**src/rtl/eth_pkg.sv**
```systemverilog
// Shared types and constants for the Ethernet RX fetch path.
// Register addresses come from the ethernet address map when it is included first.
`ifndef ETHERNET_RX_DATA
`define ETHERNET_RX_DATA 32'h0000_0020
`endif
`ifndef ETHERNET_RX_DATA_COUNT
`define ETHERNET_RX_DATA_COUNT 32'h0000_0024
`endif
`ifndef ETHERNET_RX_PROTOCOL_TYPE
`define ETHERNET_RX_PROTOCOL_TYPE 32'h0000_0028
`endif

package eth_pkg;

    localparam int          ETH_MAX_FRAME_BYTES        = 1522;
    localparam logic [31:0] ETH_RX_DATA_ADDR           = `ETHERNET_RX_DATA;
    localparam logic [31:0] ETH_RX_DATA_COUNT_ADDR     = `ETHERNET_RX_DATA_COUNT;
    localparam logic [31:0] ETH_RX_PROTOCOL_TYPE_ADDR  = `ETHERNET_RX_PROTOCOL_TYPE;

    typedef enum logic [2:0] {
        IDLE     = 3'd0,
        AR_CNT   = 3'd1,
        R_CNT    = 3'd2,
        AR_PROTO = 3'd3,
        R_PROTO  = 3'd4,
        AR_DATA  = 3'd5,
        R_DATA   = 3'd6,
        DRAIN    = 3'd7
    } eth_rx_fetch_state_t;

    // 17-bit result so a 16'hFFFF byte count cannot wrap.
    function automatic logic [16:0] eth_expected_beats(input logic [15:0] len);
        return ({1'b0, len} + 17'd3) >> 2;
    endfunction

endpackage

```
**src/rtl/axi_lite_if.sv**
```systemverilog
// AXI-lite bundle between the RX fetch master and the ethernet register slave.
// Only the read channels carry traffic; the write side is tied idle by the master.
interface AXI_LITE;
    logic [31:0] araddr;
    logic        arvalid;
    logic        arready;
    logic [31:0] rdata;
    logic        rvalid;
    logic        rready;
    logic        rlast;
    logic        awvalid;
    logic        wvalid;
    logic        wlast;
    logic        bready;

    modport master (
        output araddr, arvalid, rready, awvalid, wvalid, wlast, bready,
        input  arready, rdata, rvalid, rlast
    );

    modport slave (
        input  araddr, arvalid, rready, awvalid, wvalid, wlast, bready,
        output arready, rdata, rvalid, rlast
    );
endinterface

```
**src/rtl/eth_sat_counter.sv**
```systemverilog
// 16-bit event counter that sticks at 16'hFFFF instead of wrapping.
module eth_sat_counter (
    input  logic        clk,
    input  logic        rst_n,
    input  logic        inc,
    output logic [15:0] count
);

    always_ff @(posedge clk or negedge rst_n) begin
        if (!rst_n) begin
            count <= '0;
        end else if (inc && (count != 16'hFFFF)) begin
            count <= count + 16'd1;
        end
    end

endmodule

```
**src/rtl/eth_rx_fetch.sv**
```systemverilog
// AXI read master that drains one received frame per rx_ready_int rising edge
// (count, protocol, data burst) and forwards the data beats as a word stream.
module eth_rx_fetch
    import eth_pkg::*;
#(
    parameter int MAX_FRAME_BYTES = ETH_MAX_FRAME_BYTES,
    parameter int TIMEOUT_CYCLES  = 1024
) (
    input  logic                clk_100_mhz,
    input  logic                rst_n,
    AXI_LITE.master             axi,
    input  logic                rx_ready_int,
    input  logic                enable,
    output logic [31:0]         m_data,
    output logic                m_valid,
    output logic                m_last,
    input  logic                m_ready,
    output logic                frame_start,
    output logic [15:0]         frame_len,
    output logic [15:0]         frame_proto,
    output logic [15:0]         frames_ok,
    output logic [15:0]         frames_err,
    output logic                busy,
    output eth_rx_fetch_state_t dbg_state
);

    // Handshakes: a transfer happens only at a clock edge where valid and ready
    // are both high; valid never waits on ready, and payload is stable while valid.

    localparam int          TW       = (TIMEOUT_CYCLES > 2) ? $clog2(TIMEOUT_CYCLES) : 1;
    localparam logic [TW-1:0] TO_LAST = TW'(TIMEOUT_CYCLES - 1);
    localparam logic [15:0] MAX_LEN  = 16'(MAX_FRAME_BYTES);

    eth_rx_fetch_state_t state, state_next;

    logic          rx_prev;
    logic          edge_q;
    logic [TW-1:0] timer;
    logic          discard;
    logic [16:0]   beat_cnt;
    logic          data_started;

    logic          timeout;
    logic          ar_hs;
    logic          r_hs;
    logic          len_capture;
    logic          proto_capture;
    logic [15:0]   new_len;
    logic          len_too_long;
    logic          beat;
    logic          last_beat;
    logic          beat_mismatch;
    logic          ok_inc;
    logic          err_inc;

    assign timeout       = (state != IDLE) && (timer == TO_LAST);
    assign ar_hs         = axi.arvalid & axi.arready;
    assign r_hs          = axi.rvalid & axi.rready;
    assign new_len       = axi.rdata[15:0];
    assign len_too_long  = new_len > MAX_LEN;
    assign len_capture   = (state == R_CNT) && r_hs;
    assign proto_capture = (state == R_PROTO) && r_hs;
    assign beat          = (state == R_DATA) && r_hs;
    assign last_beat     = beat && axi.rlast;
    assign beat_mismatch = (beat_cnt + 17'd1) != eth_expected_beats(frame_len);

    // rready is forced low on timeout, so a timeout can never coincide with a
    // completed frame; error wins by construction.
    assign ok_inc  = last_beat && !discard && !beat_mismatch && !timeout;
    assign err_inc = timeout
                   || (len_capture && (new_len == 16'd0))
                   || (last_beat && (discard || beat_mismatch));

    always_ff @(posedge clk_100_mhz or negedge rst_n) begin
        if (!rst_n) begin
            state <= IDLE;
        end else begin
            state <= state_next;
        end
    end

    always_comb begin
        state_next = state;
        case (state)
            IDLE:     if (edge_q && enable) state_next = AR_CNT;
            AR_CNT:   if (ar_hs) state_next = R_CNT;
            R_CNT: begin
                if (r_hs) begin
                    if (new_len == 16'd0)  state_next = IDLE;
                    else if (len_too_long) state_next = AR_DATA;
                    else                   state_next = AR_PROTO;
                end
            end
            AR_PROTO: if (ar_hs) state_next = R_PROTO;
            R_PROTO:  if (r_hs) state_next = AR_DATA;
            AR_DATA:  if (ar_hs) state_next = R_DATA;
            R_DATA:   if (last_beat) state_next = DRAIN;
            DRAIN:    state_next = IDLE;
            default:  state_next = IDLE;
        endcase
        if (timeout) state_next = IDLE;
    end

    always_comb begin
        axi.arvalid = 1'b0;
        axi.araddr  = '0;
        axi.rready  = 1'b0;
        m_valid     = 1'b0;
        m_last      = 1'b0;
        m_data      = '0;
        frame_start = 1'b0;
        case (state)
            AR_CNT: begin
                axi.arvalid = ~timeout;
                axi.araddr  = ETH_RX_DATA_COUNT_ADDR;
            end
            AR_PROTO: begin
                axi.arvalid = ~timeout;
                axi.araddr  = ETH_RX_PROTOCOL_TYPE_ADDR;
            end
            AR_DATA: begin
                axi.arvalid = ~timeout;
                axi.araddr  = ETH_RX_DATA_ADDR;
            end
            R_CNT, R_PROTO: axi.rready = ~timeout;
            R_DATA: begin
                if (discard) begin
                    axi.rready = ~timeout;
                end else begin
                    // No local buffering: the consumer back-pressures the slave directly.
                    axi.rready  = m_ready & ~timeout;
                    m_valid     = axi.rvalid & ~timeout;
                    m_last      = axi.rvalid & axi.rlast & ~timeout;
                    m_data      = axi.rdata;
                    frame_start = ~data_started;
                end
            end
            default: ;
        endcase
    end

    assign axi.awvalid = 1'b0;
    assign axi.wvalid  = 1'b0;
    assign axi.wlast   = 1'b0;
    assign axi.bready  = 1'b0;
    assign busy        = (state != IDLE);
    assign dbg_state   = state;

    // rx_prev resets high so an interrupt level held through reset is not an edge.
    always_ff @(posedge clk_100_mhz or negedge rst_n) begin
        if (!rst_n) begin
            rx_prev      <= 1'b1;
            edge_q       <= 1'b0;
            timer        <= '0;
            frame_len    <= '0;
            frame_proto  <= '0;
            discard      <= 1'b0;
            beat_cnt     <= '0;
            data_started <= 1'b0;
        end else begin
            rx_prev <= rx_ready_int;
            edge_q  <= rx_ready_int & ~rx_prev;
            if ((state != state_next) || ar_hs || r_hs) begin
                timer <= '0;
            end else if (state != IDLE) begin
                timer <= timer + TW'(1);
            end
            if (len_capture) begin
                frame_len <= new_len;
                discard   <= len_too_long;
            end
            if (proto_capture) frame_proto <= axi.rdata[15:0];
            if (state == AR_DATA) begin
                beat_cnt <= '0;
            end else if (beat) begin
                beat_cnt <= beat_cnt + 17'd1;
            end
            data_started <= (state == R_DATA);
        end
    end

    eth_sat_counter u_ok_cnt (
        .clk   (clk_100_mhz),
        .rst_n (rst_n),
        .inc   (ok_inc),
        .count (frames_ok)
    );

    eth_sat_counter u_err_cnt (
        .clk   (clk_100_mhz),
        .rst_n (rst_n),
        .inc   (err_inc),
        .count (frames_err)
    );

endmodule

```
**src/flat_wrapper.sv**
```systemverilog
// flat-port wrapper written by rule: the top's interface ports become plain ports
module eth_rx_fetch_flat import eth_pkg::*;
#(
    parameter int MAX_FRAME_BYTES = ETH_MAX_FRAME_BYTES,
    parameter int TIMEOUT_CYCLES  = 1024
)
  (clk_100_mhz, rst_n, rx_ready_int, enable, m_data, m_valid, m_last, m_ready, frame_start, frame_len, frame_proto, frames_ok, frames_err, busy, dbg_state, axi_araddr, axi_arvalid, axi_rready, axi_awvalid, axi_wvalid, axi_wlast, axi_bready, axi_arready, axi_rdata, axi_rvalid, axi_rlast);
  AXI_LITE axi_i ();
  input  logic clk_100_mhz;
  input  logic rst_n;
  input  logic rx_ready_int;
  input  logic enable;
  output logic [31:0] m_data;
  output logic m_valid;
  output logic m_last;
  input  logic m_ready;
  output logic frame_start;
  output logic [15:0] frame_len;
  output logic [15:0] frame_proto;
  output logic [15:0] frames_ok;
  output logic [15:0] frames_err;
  output logic busy;
  output eth_rx_fetch_state_t dbg_state;
  output wire logic [$bits(axi_i.araddr)-1:0] axi_araddr;
  output wire logic [$bits(axi_i.arvalid)-1:0] axi_arvalid;
  output wire logic [$bits(axi_i.rready)-1:0] axi_rready;
  output wire logic [$bits(axi_i.awvalid)-1:0] axi_awvalid;
  output wire logic [$bits(axi_i.wvalid)-1:0] axi_wvalid;
  output wire logic [$bits(axi_i.wlast)-1:0] axi_wlast;
  output wire logic [$bits(axi_i.bready)-1:0] axi_bready;
  input wire logic [$bits(axi_i.arready)-1:0] axi_arready;
  input wire logic [$bits(axi_i.rdata)-1:0] axi_rdata;
  input wire logic [$bits(axi_i.rvalid)-1:0] axi_rvalid;
  input wire logic [$bits(axi_i.rlast)-1:0] axi_rlast;
  assign axi_araddr = axi_i.araddr;
  assign axi_arvalid = axi_i.arvalid;
  assign axi_rready = axi_i.rready;
  assign axi_awvalid = axi_i.awvalid;
  assign axi_wvalid = axi_i.wvalid;
  assign axi_wlast = axi_i.wlast;
  assign axi_bready = axi_i.bready;
  assign axi_i.arready = axi_arready;
  assign axi_i.rdata = axi_rdata;
  assign axi_i.rvalid = axi_rvalid;
  assign axi_i.rlast = axi_rlast;
  eth_rx_fetch #(.MAX_FRAME_BYTES(MAX_FRAME_BYTES), .TIMEOUT_CYCLES(TIMEOUT_CYCLES)) u_core (.clk_100_mhz(clk_100_mhz), .rst_n(rst_n), .axi(axi_i), .rx_ready_int(rx_ready_int), .enable(enable), .m_data(m_data), .m_valid(m_valid), .m_last(m_last), .m_ready(m_ready), .frame_start(frame_start), .frame_len(frame_len), .frame_proto(frame_proto), .frames_ok(frames_ok), .frames_err(frames_err), .busy(busy), .dbg_state(dbg_state));
endmodule
```
**config.mk**
```make
export PLATFORM = sky130hd
export DESIGN_NAME = eth_rx_fetch_flat
export DESIGN_NICKNAME = d
export VERILOG_FILES = /design/src/rtl/eth_pkg.sv /design/src/rtl/axi_lite_if.sv /design/src/rtl/eth_sat_counter.sv /design/src/rtl/eth_rx_fetch.sv /design/src/flat_wrapper.sv
export SDC_FILE = /design/constraint.sdc
export NUM_CORES = 1
export LEC_CHECK = 0
export BUFFER_PORTS_ARGS = -buffer_cell sky130_fd_sc_hd__buf_2
export CORE_MARGIN = 2
export CORE_UTILIZATION = 52
export CTS_CLUSTER_DIAMETER = 80
export DETAILED_ROUTE_END_ITERATION = 7
export PLACE_DENSITY = 0.88
export SYNTH_ARGS = -nofsm -noshare
export SYNTH_HDL_FRONTEND = slang
export SYNTH_SLANG_ARGS = --single-unit
```
**constraint.sdc**
```tcl
create_clock -name clk_100_mhz -period 3.35 [get_ports clk_100_mhz]
set_input_delay 0.5025 -clock clk_100_mhz [delete_from_list [all_inputs] [get_ports clk_100_mhz]]
set_output_delay 0.5025 -clock clk_100_mhz [all_outputs]
set_load 0.03 [all_outputs]
```
== After elaboration in Yosys (flattened, before gate mapping) ==
Cells that the tools add are included.
Operators by class
  $mul: 0
  bitwise logic cells: 10
  mux-type cells: 27
  shift-type cells: 0
  reductions and logical operators: 28
  eq/ne operators: 12
  divide/modulo/power cells: 0
  add/sub/neg operators: 5
  magnitude comparators: 1
Operator list (count)
  $mux 32: 2
  $mux 17: 2
  $add 16x1->16 const B: 2
  $ne 16x16->1 const B: 2
  $mux 3: 10
  $pmux 3 s8: 1
  $mux 10: 2
  $pmux 6 s3: 1
  $add 16x2->17 const B: 1
  $add 17x1->17 const B: 1
  $ne 17x15->1: 1
  $gt 16x11->1 const B: 1
  $logic_not 16->1: 1
  $logic_and 1x1->1: 13
  $eq 3x3->1 const B: 4
  $add 10x1->10 const B: 1
  $eq 10x10->1 const B: 1
  $mux 1: 8
  $and 1x1->1: 7
  $eq 3x2->1 const B: 2
  $logic_or 1x1->1: 5
  $reduce_bool 2->1: 2
  $eq 3x1->1 const B: 1
  $logic_not 1->1: 3
  other kinds (7): 9
Storage, ports and cells
  RAM bits: 0
  output and inout bits: 141
  memories kept: 0
  bits in read-only memories: 0
  bits in latches: 0
  register bits after elaboration: 98
  input bits: 40

== Longest topological paths before layout ==
Gate-level depths: netlist of the first run.
  depth after elaboration: 16
  gate-level depth with buffers: 13
  gate-level depth less buffers: 11

== Modules after synthesis ==
A second synthesis of the first run with hierarchy kept.
Second synthesis, totals
  cells, all modules: 646
  area, all modules: 6022.0 um^2
Modules (own cells, without submodules)
  eth_rx_fetch: instances 1, area an instance 4302.9 um^2, cells each 502
  eth_sat_counter: instances 2, area an instance 859.6 um^2, cells each 72

== Worst setup path before layout of the first run ==
OpenSTA, ideal clock, no wires.
  kind: register to output
  start: reg u_core.state[1] (netlist: u_core.dbg_state[1])
  end: out axi_rready
  cell stages (with the launch flop): 7
  required time: 2.847 ns
  path slack: 0.422 ns
  data arrival time: 2.425 ns
  cells stage by stage: dfrtp_1 > buf_2 > nor3_2 > and4bb_1 > and3_1 > clkbuf_1 > nor4_1
Between the ends
  cells in the longest elaborated chain, start to end: 6
Ends and longest elaborated chain
  start, declared: line eth_rx_fetch.sv:34  | eth_rx_fetch_state_t state, state_next;
  start signal, assigned: line eth_rx_fetch.sv:78  | state <= state_next;
  $reduce_bool 3->1: line eth_rx_fetch.sv:56  | assign timeout = (state != IDLE) && (timer == TO_LAST);
  $logic_and 1x1->1: line eth_rx_fetch.sv:56
  $not 1->1: line eth_rx_fetch.sv:125, eth_rx_fetch.sv:128, eth_rx_fetch.sv:131
  $and 1x1->1: line eth_rx_fetch.sv:131  | axi.rready = m_ready & ~timeout;
  $mux 1: line eth_rx_fetch.sv:127  | if (discard) begin
  $pmux 1 s2 (*): line eth_rx_fetch.sv:112  | case (state)
  end, declared: line flat_wrapper.sv:26  | output wire logic [$bits(axi_i.rready)-1:0] axi_rready;
Every way passes the cells marked *; elsewhere a longest branch is shown, timed or not.

== Worst setup path after layout of the first run ==
  start: reg u_core.beat_cnt[0]
  end: reg u_core.u_err_cnt.count[9]
Between the ends
  cells in the longest elaborated chain, start to end: 6
Ends and longest elaborated chain
  start, declared: line eth_rx_fetch.sv:40  | logic [16:0] beat_cnt;
  start signal, assigned: line eth_rx_fetch.sv:176  | beat_cnt <= beat_cnt + 17'd1;
  $add 17x1->17: line eth_rx_fetch.sv:65  | assign beat_mismatch = (beat_cnt + 17'd1) != eth_expected_beats(frame_len);
  $ne 17x15->1: line eth_rx_fetch.sv:65
  $logic_or 1x1->1: line eth_rx_fetch.sv:72  | || (last_beat && (discard || beat_mismatch));
  $logic_and 1x1->1: line eth_rx_fetch.sv:72
  $logic_or 1x1->1: line eth_rx_fetch.sv:72
  $logic_and 1x1->1: line eth_sat_counter.sv:12  | end else if (inc && (count != 16'hFFFF)) begin
  end signal, assigned: line eth_sat_counter.sv:13  | count <= count + 16'd1;
  end, declared: line eth_sat_counter.sv:6  | output logic [15:0] count
Every way passes these cells.
A chain may end at the register's enable or synchronous reset.

==> metrics list, run 1 <==
* Count of nets after finishing: a little under 800
- Setup TNS: 0 ns
- The average instance in the mapped netlist occupies slightly below 10 µm².
* Num rows: 38
* First-pass iteration count of the detailed router: 4
- Effective utilization at floorplan: 0.537
- Residual DRC: 0
- The worst pin sits at a relative slew slack of 0.634.
* Clock tree root driver cell: sky130_fd_sc_hd__clkbuf_8
* Setup repair bufs after CTS: 0
- Num CTS Buffers: 9
* Height of the die: approximately 110 µm
* Drt total wl: approximately 14 mm
* Type of the worst min-delay path: input pin to asynchronous set/reset pin
- The share of total power dissipated in sequential elements is 0.365.
- Area inside the core boundary: between 0.01 and 0.015 mm²
* Hold buffers post-CTS: 0
* Data arrival time of the worst path: roughly 3.3 ns
* Number of global-route vias before repair: about 4,600
- Across all setup checks in the final design, the least slack found is 0.289 ns.
- Entering global routing, the biggest net connects 99 pins.
- Proportion of synthesized chip area in sequential cells: 0.420
- The Yosys step of the flow raised 0 warnings.
- The analysis attributes to net switching a power of slightly above 2000 µW.
- Result of the run: complete, no violations
- During placement, the flow inserted port buffers numbering 147.
- Final HPWL from detailed placement: roughly 10 mm
- Design internal power: roughly 2600 µW
- The most used flip-flop cell after synthesis is sky130_fd_sc_hd__dfrtp_1.
- The final number of max-transition violations was 0.
* Maximum VDD drop: roughly 0.00048 V
* DRC violation total after the first TritonRoute iteration: ~350
- The number of antenna diodes in the final layout is 0.
* GRT Residual Overflow: 0
- The count of cells in the finished layout, fillers not included, comes to approximately 890.
- Post-Syn Area: 0.00584 mm²
* Clock power frac: 0.190
- Detail Route Antenna Nets: 0
- Vias after detailed routing: slightly below 5,000
- PwrDens: slightly below 700 mW/mm²
- Period minus WS final: between 3 and 4 ns
* Kind of critical path: flip-flop to flip-flop
- The congestion estimate from routability-driven global placement came to ~0.89.
- CP Capture Type: flip-flop
- Final worst clock skew: 0.0105 ns
- At the pin with the least slew margin, the transition time is about 0.54 ns.
- Achievable clock frequency: ~0.33 GHz
* Average detailed-routed wire length per instance: 15.7 µm
- Maximum fanout along the worst path: 12
* # clock sinks: 98
- Final cycle utilization of the critical path: 0.914
* Max cap viols: 0
- Synthesis inferred 98 register bits.
- The share of total power dissipated in combinational logic is 0.445.
- Once layout is done, the placed cells without fillers occupy ~0.0068 mm².
- Post-placement setup slack: between 0.3 and 0.4 ns
* Mapped Cells: 600
* Number of synthesized flops with an enable pin: 0
- Startpoint kind of the worst setup timing path: flip-flop
- Clk buf depth: 2
- Setup repair after global routing left no endpoint under its margin.
* Fraction of layout instances using a drive strength above 1: 0.310
- Counting tap cells, the placed design contains a total of slightly below 900 instances.
* Width of the die: 110 µm
- Clock tree from TritonCTS: done
- End-of-flow core utilization: 0.627
- In this run the static leakage power is 0.00341 µW.
- The layout has 876 filler cells.
- The number of antenna violations at the first check in global routing was 0.
- Setup-failing EPs final: 0
- The clock reaches the later pin of the worst-skew pair after between 0.3 and 0.4 ns.
- Detail-routed via count per cell: 5.45
- At the worst endpoint, the required time is roughly 3.6 ns.
- Wire length of the first global-routing pass: about 22 mm
- Full die area: between 0.01 and 0.015 mm²
- Unique cell type count in the Yosys netlist: 64
* GRT Util Overall: 0.240
* Net switching fraction of the power: 0.439
* H-tree depth: 3
- Hold Fails Final Rpt: 0
- In this run the count of I/O pins placed on the die edge is ~180.
- Async SR Flop Fraction: 1.00
- Post_cts resized: 0
* Dpl cell area: 0.00660 mm²
* Clock transition at the registers of the reported paths: approximately 0.090 ns
* Area Growth Syn to Fin: 16.9%
critical path, stage by stage (launching register included):
cell                       delay (ns)
sky130_fd_sc_hd__dfrtp_1         0.44
sky130_fd_sc_hd__ha_1            0.28
sky130_fd_sc_hd__nand3_1         0.22
sky130_fd_sc_hd__nor2_1          0.24
sky130_fd_sc_hd__xnor2_1         0.15
sky130_fd_sc_hd__and4b_1         0.20
sky130_fd_sc_hd__a211oi_1        0.30
sky130_fd_sc_hd__and4bb_4        0.26
sky130_fd_sc_hd__a21bo_4         0.23
sky130_fd_sc_hd__a21oi_4         0.16
sky130_fd_sc_hd__buf_4           0.21
sky130_fd_sc_hd__nand4_1         0.13
sky130_fd_sc_hd__xnor2_1         0.14
registers in the layout, indices dropped and copies added, names as in the netlist:
| signal | flops |
|---|---|
| u_core.dbg_state | 3 |
| u_core.frame_len | 16 |
| u_core.data_started | 1 |
| u_core.frame_proto | 16 |
| u_core.beat_cnt | 17 |
| u_core.u_ok_cnt.count | 16 |
| u_core.edge_q | 1 |
| u_core.u_err_cnt.count | 16 |
| u_core.rx_prev | 1 |
| u_core.discard | 1 |
| u_core.timer | 10 |
path summary, 6_finish.rpt:
path,start,depth (start not counted),end,slack (ns)
worst max-delay path,u_core.beat_cnt[0],12,u_core.u_err_cnt.count[9],0.29
worst min-delay path,rst_n,2,u_core.frame_proto[1],0.16
worst max register to register,u_core.beat_cnt[0],12,u_core.u_err_cnt.count[9],0.29
worst min register to register,u_core.u_ok_cnt.count[8],1,u_core.u_ok_cnt.count[8],0.49
max in group asynchronous,rst_n,2,u_core.timer[4],2.78
min in group clk_100_mhz,rx_ready_int,1,u_core.rx_prev,0.23
power by group through the flow:
| stage | Clock, µW | Sequential (µW) | Combinational [µW] |
|---|---|---|---|
| floorplan | 0 | 2070 | 1120 |
| global placement | 0 | 1700 | 2040 |
| detailed placement | 0 | 1710 | 2070 |
| CTS | 900 | 1690 | 2080 |
| global route | 945 | 1740 | 2220 |
| finish | 886 | 1700 | 2080 |
per-stage QoR:
step                hold WS (ns)  power (µW)
finish                     0.159        4660
CTS                        0.189        4670
detailed placement         0.476        3780
floorplan                  0.207        3190
global placement           0.460        3740
global route               0.196        4900
final cells by class:
class | instances | area, µm² | share of cell area
inverters | 6 | 22.5 | 0.00330
flip-flops and latches | 98 | 2450 | 0.359
clock inverters | 5 | 83.8 | 0.0123
repair buffers | 156 | 818 | 0.120
well taps | 140 | 175 | 0.0256
clock buffers | 11 | 151 | 0.0222
multi-input cells | 470 | 3130 | 0.458
cells by family after synthesis:
family / Yosys count / share of synthesized area
flip-flops: 98 / 0.420
AND/OR/NAND/NOR: 262 / 0.252
adder cells (fa/ha/maj): 4 / 0.00856
XOR/XNOR: 71 / 0.110
multiplexers: 34 / 0.0653
AO/OA/AOI/OAI: 66 / 0.0760
buffers and inverters: 64 / 0.0679
other: 1 / 0.000642
cells in the final DEF (no fill, tap or decap), drive strengths merged, types with 2 or more instances in the layout:
| cell type | n |
|---|---|
| nor4b | 2 |
| inv | 5 |
| nand3 | 37 |
| a32oi | 2 |
| or3 | 7 |
| buf | 156 |
| and3 | 15 |
| o21ai | 19 |
| xnor2 | 40 |
| o21a | 3 |
| xor2 | 30 |
| and2 | 39 |
| nor2b | 3 |
| dfrtp | 97 |
| a31oi | 3 |
| clkbuf | 11 |
| and4 | 7 |
| nor4 | 11 |
| or4 | 2 |
| nand2b | 2 |
| clkinvlp | 2 |
| nor3 | 17 |
| a21o | 2 |
| and4bb | 2 |
| nor2 | 41 |
| bufinv | 2 |
| conb | 33 |
| clkinv | 2 |
| mux2 | 33 |
| nand4 | 16 |
| a211oi | 6 |
| nand2 | 57 |
| a21oi | 20 |
| ha | 4 |
cell usage after synthesis, drive strengths merged, types with 2 or more instances:
| cell | instances | area share |
|---|---|---|
| nand2 | 57 | 0.038 |
| mux2 | 33 | 0.064 |
| nor4b | 2 | 0.0030 |
| nor2b | 3 | 0.0032 |
| o21ai | 19 | 0.016 |
| a211oi | 6 | 0.0077 |
| a32oi | 2 | 0.0030 |
| nand2b | 2 | 0.0021 |
| ha | 4 | 0.0086 |
| or4 | 2 | 0.0026 |
| o21a | 3 | 0.0039 |
| xor2 | 30 | 0.045 |
| and2 | 39 | 0.042 |
| buf | 41 | 0.053 |
| nand3 | 37 | 0.034 |
| nor4 | 11 | 0.018 |
| xnor2 | 40 | 0.061 |
| and3 | 15 | 0.016 |
| nand4 | 16 | 0.018 |
| a31oi | 3 | 0.0032 |
| nor3 | 17 | 0.020 |
| clkinv | 2 | 0.0013 |
| inv | 4 | 0.0026 |
| or3 | 7 | 0.0075 |
| clkbuf | 17 | 0.011 |
| and4bb | 2 | 0.0049 |
| nor2 | 41 | 0.026 |
| and4 | 7 | 0.010 |
| dfrtp | 97 | 0.42 |
| a21oi | 20 | 0.019 |
| a21o | 2 | 0.0026 |
per-layer routing:
metal | GRT usage | up-vias | part of all wire
met5 | 0 | - | 0
met4 | 0.0805 | 0 | 0.020
met3 | 0.0511 | 22 | 0.058
met2 | 0.415 | 179 | 0.50
met1 | 0.299 | 2314 | 0.42
li1 | - | 2311 | -
Note: power is estimated with default switching activity, not from simulation.
==> inputs of run 2 (changes only) <==
--- a/config.mk
+++ b/config.mk
@@ -6,7 +6,7 @@
 export NUM_CORES = 1
 export LEC_CHECK = 0
 export BUFFER_PORTS_ARGS = -buffer_cell sky130_fd_sc_hd__buf_2
-export CORE_MARGIN = 2
+export CORE_MARGIN = 10
 export CORE_UTILIZATION = 52
 export CTS_CLUSTER_DIAMETER = 80
 export DETAILED_ROUTE_END_ITERATION = 7
==> metrics list, run 2 (same netlist as run 1, synthesis figures left out) <==
* Result of the run: complete, no violations
- Across the VDD grid, the largest voltage drop is 0.000471 V.
* Detail-routed via count per cell: 5.50
* H-tree depth: 3
* Type of the worst min-delay path: input pin to asynchronous set/reset pin
* Setup repair bufs after CTS: 0
- Wire length of the first global-routing pass: 24.9 mm
- Detailed placement finished with a half-perimeter wire length of between 10 and 15 mm.
- Maximum fanout along the worst path: 6
- Leakage power figure: about 0.0034 µW
- Counting flops per register, the top entry is u_core.beat_cnt.
- In the final layout, the share of cells above drive strength 1 is 0.310.
- In the final design database the tool counted 785 nets.
- For the worst setup path, the data required time is approximately 3.6 ns.
- Counting the fill cells in the layout gives roughly 900.
- For this design the ratio of total power to cell area is 707 mW/mm².
- Slew at the pin closest to its max-slew limit: about 0.86 ns
* Height of the die: about 130 µm
- Total count of max-transition violations in the final report: 0
- Clock transition at the registers of the reported paths: about 0.070 ns
- Measured against its own limit, the worst slew margin works out to 0.426.
- Max cap viols: 0
- Dividing the detail-routed wire length by the instance count gives 17.0 µm.
- Setup-failing EPs final: 0
- End of the worst register-to-register path: u_core.u_ok_cnt.count[13]
* Antenna Diode Count: 0
- TritonCTS built the clock tree.
- Once detail routing completed, the nets flagged for antenna violations numbered 0.
* Num CTS Buffers: 9
- RSZ-0062 raised after global routing: false
- The area growth from synthesis to layout is 18.2%.
* Effective utilization at floorplan: 0.534
- Total power draw: 4880 µW
- The number of cells on the worst reg-to-reg path is 11.
* Clock tree root driver cell: sky130_fd_sc_hd__clkbuf_16
* Highest-count cells in the layout ignoring fill and taps: sky130_fd_sc_hd__buf_2, sky130_fd_sc_hd__dfrtp_1, sky130_fd_sc_hd__nand2_1
* Num rows: 38
- Startpoint kind of the worst setup timing path: flip-flop
* Number of global-route vias before repair: about 5,000
- GRT Util Overall: 0.187
- # clock sinks: 98
* Width of the die: approximately 130 µm
- Period minus WS final: about 3.1 ns
- Before antenna repair, the detailed router went through 4 iterations.
* Start of the worst register-to-register path: u_core.beat_cnt[0]
* Post_cts resized: 0
* Clock latency of the later-clocked register in the worst-skew pair: between 0.3 and 0.4 ns
- Dividing the final minimum period by the clock period gives 0.924.
* Kind of critical path: flip-flop to flip-flop
- The number of antenna violations at the first check in global routing is 0.
* GRT Residual Overflow: 0
- Setup TNS: 0 ns
* Maximum number of pins on one net before global-route repair: slightly above 60
* Achievable clock frequency: between 0.3 and 0.4 GHz
* Residual DRC: 0
- The worst setup path is captured at a flip-flop.
- Hold repair after CTS inserted 0 buffers.
- Across all layers, the routed design uses slightly below 5,000 vias.
* Critical Path Sink: u_core.u_ok_cnt.count[13]
* Hold Fails Final Rpt: 0
- Data arrival time of the worst path: ~3.4 ns
- Drt total wl: between 15 and 20 mm
- The register with the most flip-flops in the layout has 17 of them.
* Global placement routability congestion: about 0.90
- Port Buffer Count: around 150
* I/O pin count: approximately 180
* Final worst clock skew: about 0.0056 ns
* Most common cell after layout, fill and taps aside: sky130_fd_sc_hd__buf_2
* Reg2reg setup slack: about 0.25 ns
- The first routing iteration left 323 violations.
* WHS: ~0.23 ns
- Clk buf depth: 2
- Startpoint of the most critical setup path: u_core.beat_cnt[0]
* Area inside the core boundary: 0.0109 mm²
- Full die area: between 0.015 and 0.02 mm²
[run 2: metrics by stage]
| stage | util | instance area [µm²] | std cells | setup WS, ns |
|---|---|---|---|---|
| 2_1_floorplan | - | 5960 | 632 | 0.422 |
| 3_3_place_gp | 0.603 | 6600 | 870 | 0.329 |
| 3_5_place_dp | 0.603 | 6600 | 870 | 0.287 |
| 4_1_cts | 0.632 | 6910 | 886 | 0.269 |
| 5_1_grt | 0.632 | 6910 | 886 | 0.0204 |
| 6_report | 0.632 | 6910 | 886 | 0.255 |
[run 2: worst max-delay path, cell delays in order (launching register included)]
cell                       delay [ns]
sky130_fd_sc_hd__dfrtp_1         0.43
sky130_fd_sc_hd__ha_1            0.35
sky130_fd_sc_hd__xnor2_1         0.25
sky130_fd_sc_hd__nand2_1         0.11
sky130_fd_sc_hd__o32ai_1         0.52
sky130_fd_sc_hd__nand2_1         0.11
sky130_fd_sc_hd__nor3_1          0.16
sky130_fd_sc_hd__and4bb_4        0.28
sky130_fd_sc_hd__and4_1          0.37
sky130_fd_sc_hd__nand2_4         0.12
sky130_fd_sc_hd__nor3_4          0.17
sky130_fd_sc_hd__xor2_1          0.16
[run 2: how the worst min path moves through the flow]
stage	slack (ns)	to	cells past startpoint	start
after floorplan	0.21	u_core.beat_cnt[0]	0	rst_n
after global placement	0.46	u_core.frame_proto[10]	2	u_core.frame_proto[10]
after detailed placement	0.47	u_core.frame_proto[10]	2	u_core.frame_proto[10]
after CTS	0.26	u_core.rx_prev	1	rx_ready_int
after global routing	0.25	u_core.rx_prev	1	rx_ready_int
final	0.23	u_core.frame_len[13]	1	rst_n
[run 2: final cells by class]
type,count,area [µm²],area share
repair buffers,156,818,0.118
clock buffers,10,239,0.0346
inverters,6,22.5,0.00326
clock inverters,6,72.6,0.0105
flip-flops and latches,98,2450,0.355
well taps,140,175,0.0254
multi-input cells,470,3130,0.453
[run 2: metal layers]
layer  up-vias  track usage  share of wire
met2       164        0.309           0.50
met5         -            0              0
met3        28       0.0646          0.075
met1      2363        0.217           0.40
met4         0       0.0770          0.024
li1       2314            -              -
[run 2: power breakdown]
group          switching (µW)  internal (µW)  total, µW  leakage (µW)
clock                     460            607       1070      0.000150
sequential                274           1430       1700       0.00130
combinational            1380            731       2110       0.00200
==> inputs of run 3 (changes only) <==
--- a/config.mk
+++ b/config.mk
@@ -7,10 +7,10 @@
 export LEC_CHECK = 0
 export BUFFER_PORTS_ARGS = -buffer_cell sky130_fd_sc_hd__buf_2
 export CORE_MARGIN = 10
-export CORE_UTILIZATION = 52
+export CORE_UTILIZATION = 45
 export CTS_CLUSTER_DIAMETER = 80
 export DETAILED_ROUTE_END_ITERATION = 7
-export PLACE_DENSITY = 0.88
+export PLACE_DENSITY = 0.79
 export SYNTH_ARGS = -nofsm -noshare
 export SYNTH_HDL_FRONTEND = slang
 export SYNTH_SLANG_ARGS = --single-unit
==> metrics list, run 3 (same netlist as run 1, synthesis figures left out) <==
- Setup-failing EPs final: 0
- Startpoint kind of the worst setup timing path: flip-flop
* Slew at the pin closest to its max-slew limit: 0.775 ns
* GRT Residual Overflow: 0
- Width of the die: between 100 and 150 µm
* Count of nets after finishing: between 700 and 800
- RSZ-0062 raised after global routing: false
* Maximum number of pins on one net before global-route repair: 63
* # clock sinks: 98
- For this design the static power due to leakage is ~0.0035 µW.
* Area inside the core boundary: between 0.01 and 0.015 mm²
- Num CTS Buffers: 9
- Highest-count cells in the layout ignoring fill and taps: sky130_fd_sc_hd__buf_2, sky130_fd_sc_hd__dfrtp_1, sky130_fd_sc_hd__nand2_1
* End of the worst register-to-register path: u_core.u_err_cnt.count[12]
* Setup TNS: 0 ns
- Kind of critical path: flip-flop to flip-flop
- Top Usage Layer GRT: met2
- Final HPWL from detailed placement: 11.8 mm
* Clock tree from TritonCTS: done
- After detailed routing, the average wire length per cell comes to roughly 16 µm.
- Reg2reg setup slack: about 0.33 ns
* Type of the worst min-delay path: input pin to asynchronous set/reset pin
- DRC violation total after the first TritonRoute iteration: between 300 and 400
- In the global route stage, overall resource usage came out at 0.171.
* Clock transition at the registers of the reported paths: 0.07 ns
- In this run the critical register-to-register path is launched from u_core.beat_cnt[4].
- Wires add up to between 15 and 20 mm.
- The count of nets left with antenna violations once routing finished came out at 0.
* Register with the most flip-flops: u_core.beat_cnt
* Required time of the worst setup path: 3.59 ns
- After detailed routing, the number of remaining DRC violations is 0.
- The number of hold violations in the final report was 0.
- The tree is rooted in a sky130_fd_sc_hd__clkbuf_16.
- Max cap viols: 0
- The congestion estimate from routability-driven global placement came to around 0.94.
- Total power draw: between 4000 and 5000 µW
- Buffers placed on the I/O ports in this run total 147.
- In this run the power density over the cells is 704 mW/mm².
* Met3 usage: 0.0661
- Kind of cell adding the most delay to the critical path: simple AND/OR/NAND/NOR gates
* Achievable clock frequency: ~0.33 GHz
- The number of global-route vias before repair came to about 5,000.
- The initialized floorplan defines 41 standard-cell rows.
- Using the TritonRoute via totals, the vias-per-cell ratio works out to 5.19.
* H-tree depth: 3
* Critical path's slowest cell: sky130_fd_sc_hd__dfrtp_1
- For met1 alone, demand over resource in global routing was 0.202.
- The number of antenna diodes in the final layout is 0.
- The first global-routing pass estimated approximately 25 mm of wire.
- Result of the run: complete, no violations
- The library cell used most frequently in the layout, excluding fill and tap cells, is sky130_fd_sc_hd__buf_2.
- IR analysis of the VDD net gives a maximum drop of around 0.00056 V.
* I/O pin count: about 180
- Period minus WS final: a little over 3 ns
- The number of buffers and inverters on the critical path is 1.
- After layout, the worst setup slack is 0.326 ns.
- For this run, the slowest stage of the critical path takes around 0.46 ns.
* Number of antenna violations at the first check in global routing: 0
- Of the cells placed in the final design, the portion with a size suffix greater than 1 is 0.315.
* Final worst clock skew: slightly above 0.009 ns
* Worst path cell trace: nand4_1 > buf_4 > or3_1 > and2_1 > or2_2 > a32oi_1 > and4bb_4 > a21bo_4 > nand2_1 > nand4_1 > mux2_2
* Cell type with the highest occurrence count on the critical path: sky130_fd_sc_hd__nand4_1
* Final cycle utilization of the critical path: 0.903
* CP Capture Type: flip-flop
* Maximum fanout along the worst path: 7
* Post-placement setup slack: about 0.24 ns
- Height of the die: approximately 130 µm
* Clk buf depth: 2
- The initial utilization of the core area, before any placement, comes to 0.461.
* GR met2 Demand/Resource: 0.279
* Total count of max-transition violations in the final report: 0
* Hold buffers post-CTS: 0
- Data on the critical path arrives at its endpoint at ~3.3 ns.
- Measured against its own limit, the worst slew margin works out to 0.483.
- The routed layout has around 4,800 vias.
- After filler insertion, the fill cell instance count of the layout stands at about 1,100.
- The register with the most flip-flops in the layout has 17 of them.
* WHS: roughly 0.22 ns
* Cells on worst reg2reg path: 11
- Before antenna repair, the detailed router went through 4 iterations.
- The later pin in the worst-skew pair is clocked with a latency of 0.35 ns.
- Compared with the post-synthesis result, the final layout area differs by 19.7%.
* Full die area: about 0.018 mm²
==> run 3: power by group <==
part / switching [µW] / internal, µW / leakage (µW)
combinational: 1370 / 735 / 0.00202
clock: 452 / 679 / 0.000156
sequential: 265 / 1430 / 0.00130
==> run 3: worst max-delay path by stage <==
| stage | start | end | cells past startpoint |
|---|---|---|---|
| after global routing | u_core.beat_cnt[0] | u_core.u_err_cnt.count[5] | 12 |
| after global placement | u_core.beat_cnt[4] | u_core.u_ok_cnt.count[13] | 11 |
| after detailed placement | u_core.beat_cnt[4] | u_core.u_ok_cnt.count[13] | 11 |
| after floorplan | u_core.dbg_state[1] | axi_rready | 6 |
| after CTS | u_core.beat_cnt[4] | u_core.u_ok_cnt.count[13] | 11 |
| final | u_core.beat_cnt[4] | u_core.u_err_cnt.count[12] | 11 |
==> run 3: timing repair <==
action,4_1_cts,5_1_grt
endpoints found under the setup margin,0,6
resized for setup,0,1
endpoints found under the hold margin,0,0
buffers inserted,0,2
==> run 3: metrics by stage <==
| stage | instance area [µm²] | utilization | std cells |
|---|---|---|---|
| after floorplan | 5960 | - | 632 |
| after global placement | 6650 | 0.525 | 906 |
| after detailed placement | 6650 | 0.525 | 906 |
| after CTS | 6980 | 0.551 | 922 |
| after global routing | 7000 | 0.552 | 924 |
| final | 7000 | 0.552 | 924 |
==> run 3: metal layers <==
layer | share of wire | wire [µm] | vias to the layer above
li1 | - | - | 2325
met1 | 0.43 | 6400 | 2288
met2 | 0.48 | 7170 | 157
met3 | 0.078 | 1180 | 25
met4 | 0.020 | 294 | 0
met5 | 0 | 0 | -
==> run 3: area by class of cell <==
class	instances	area, µm²	share of cell area
clock buffer	11	243	0.0347
clock inverter	5	85.1	0.0122
inverter	6	22.5	0.00322
multi-input combinational	470	3130	0.447
sequential	98	2450	0.351
tap	172	215	0.0308
timing repair buffer	162	851	0.122
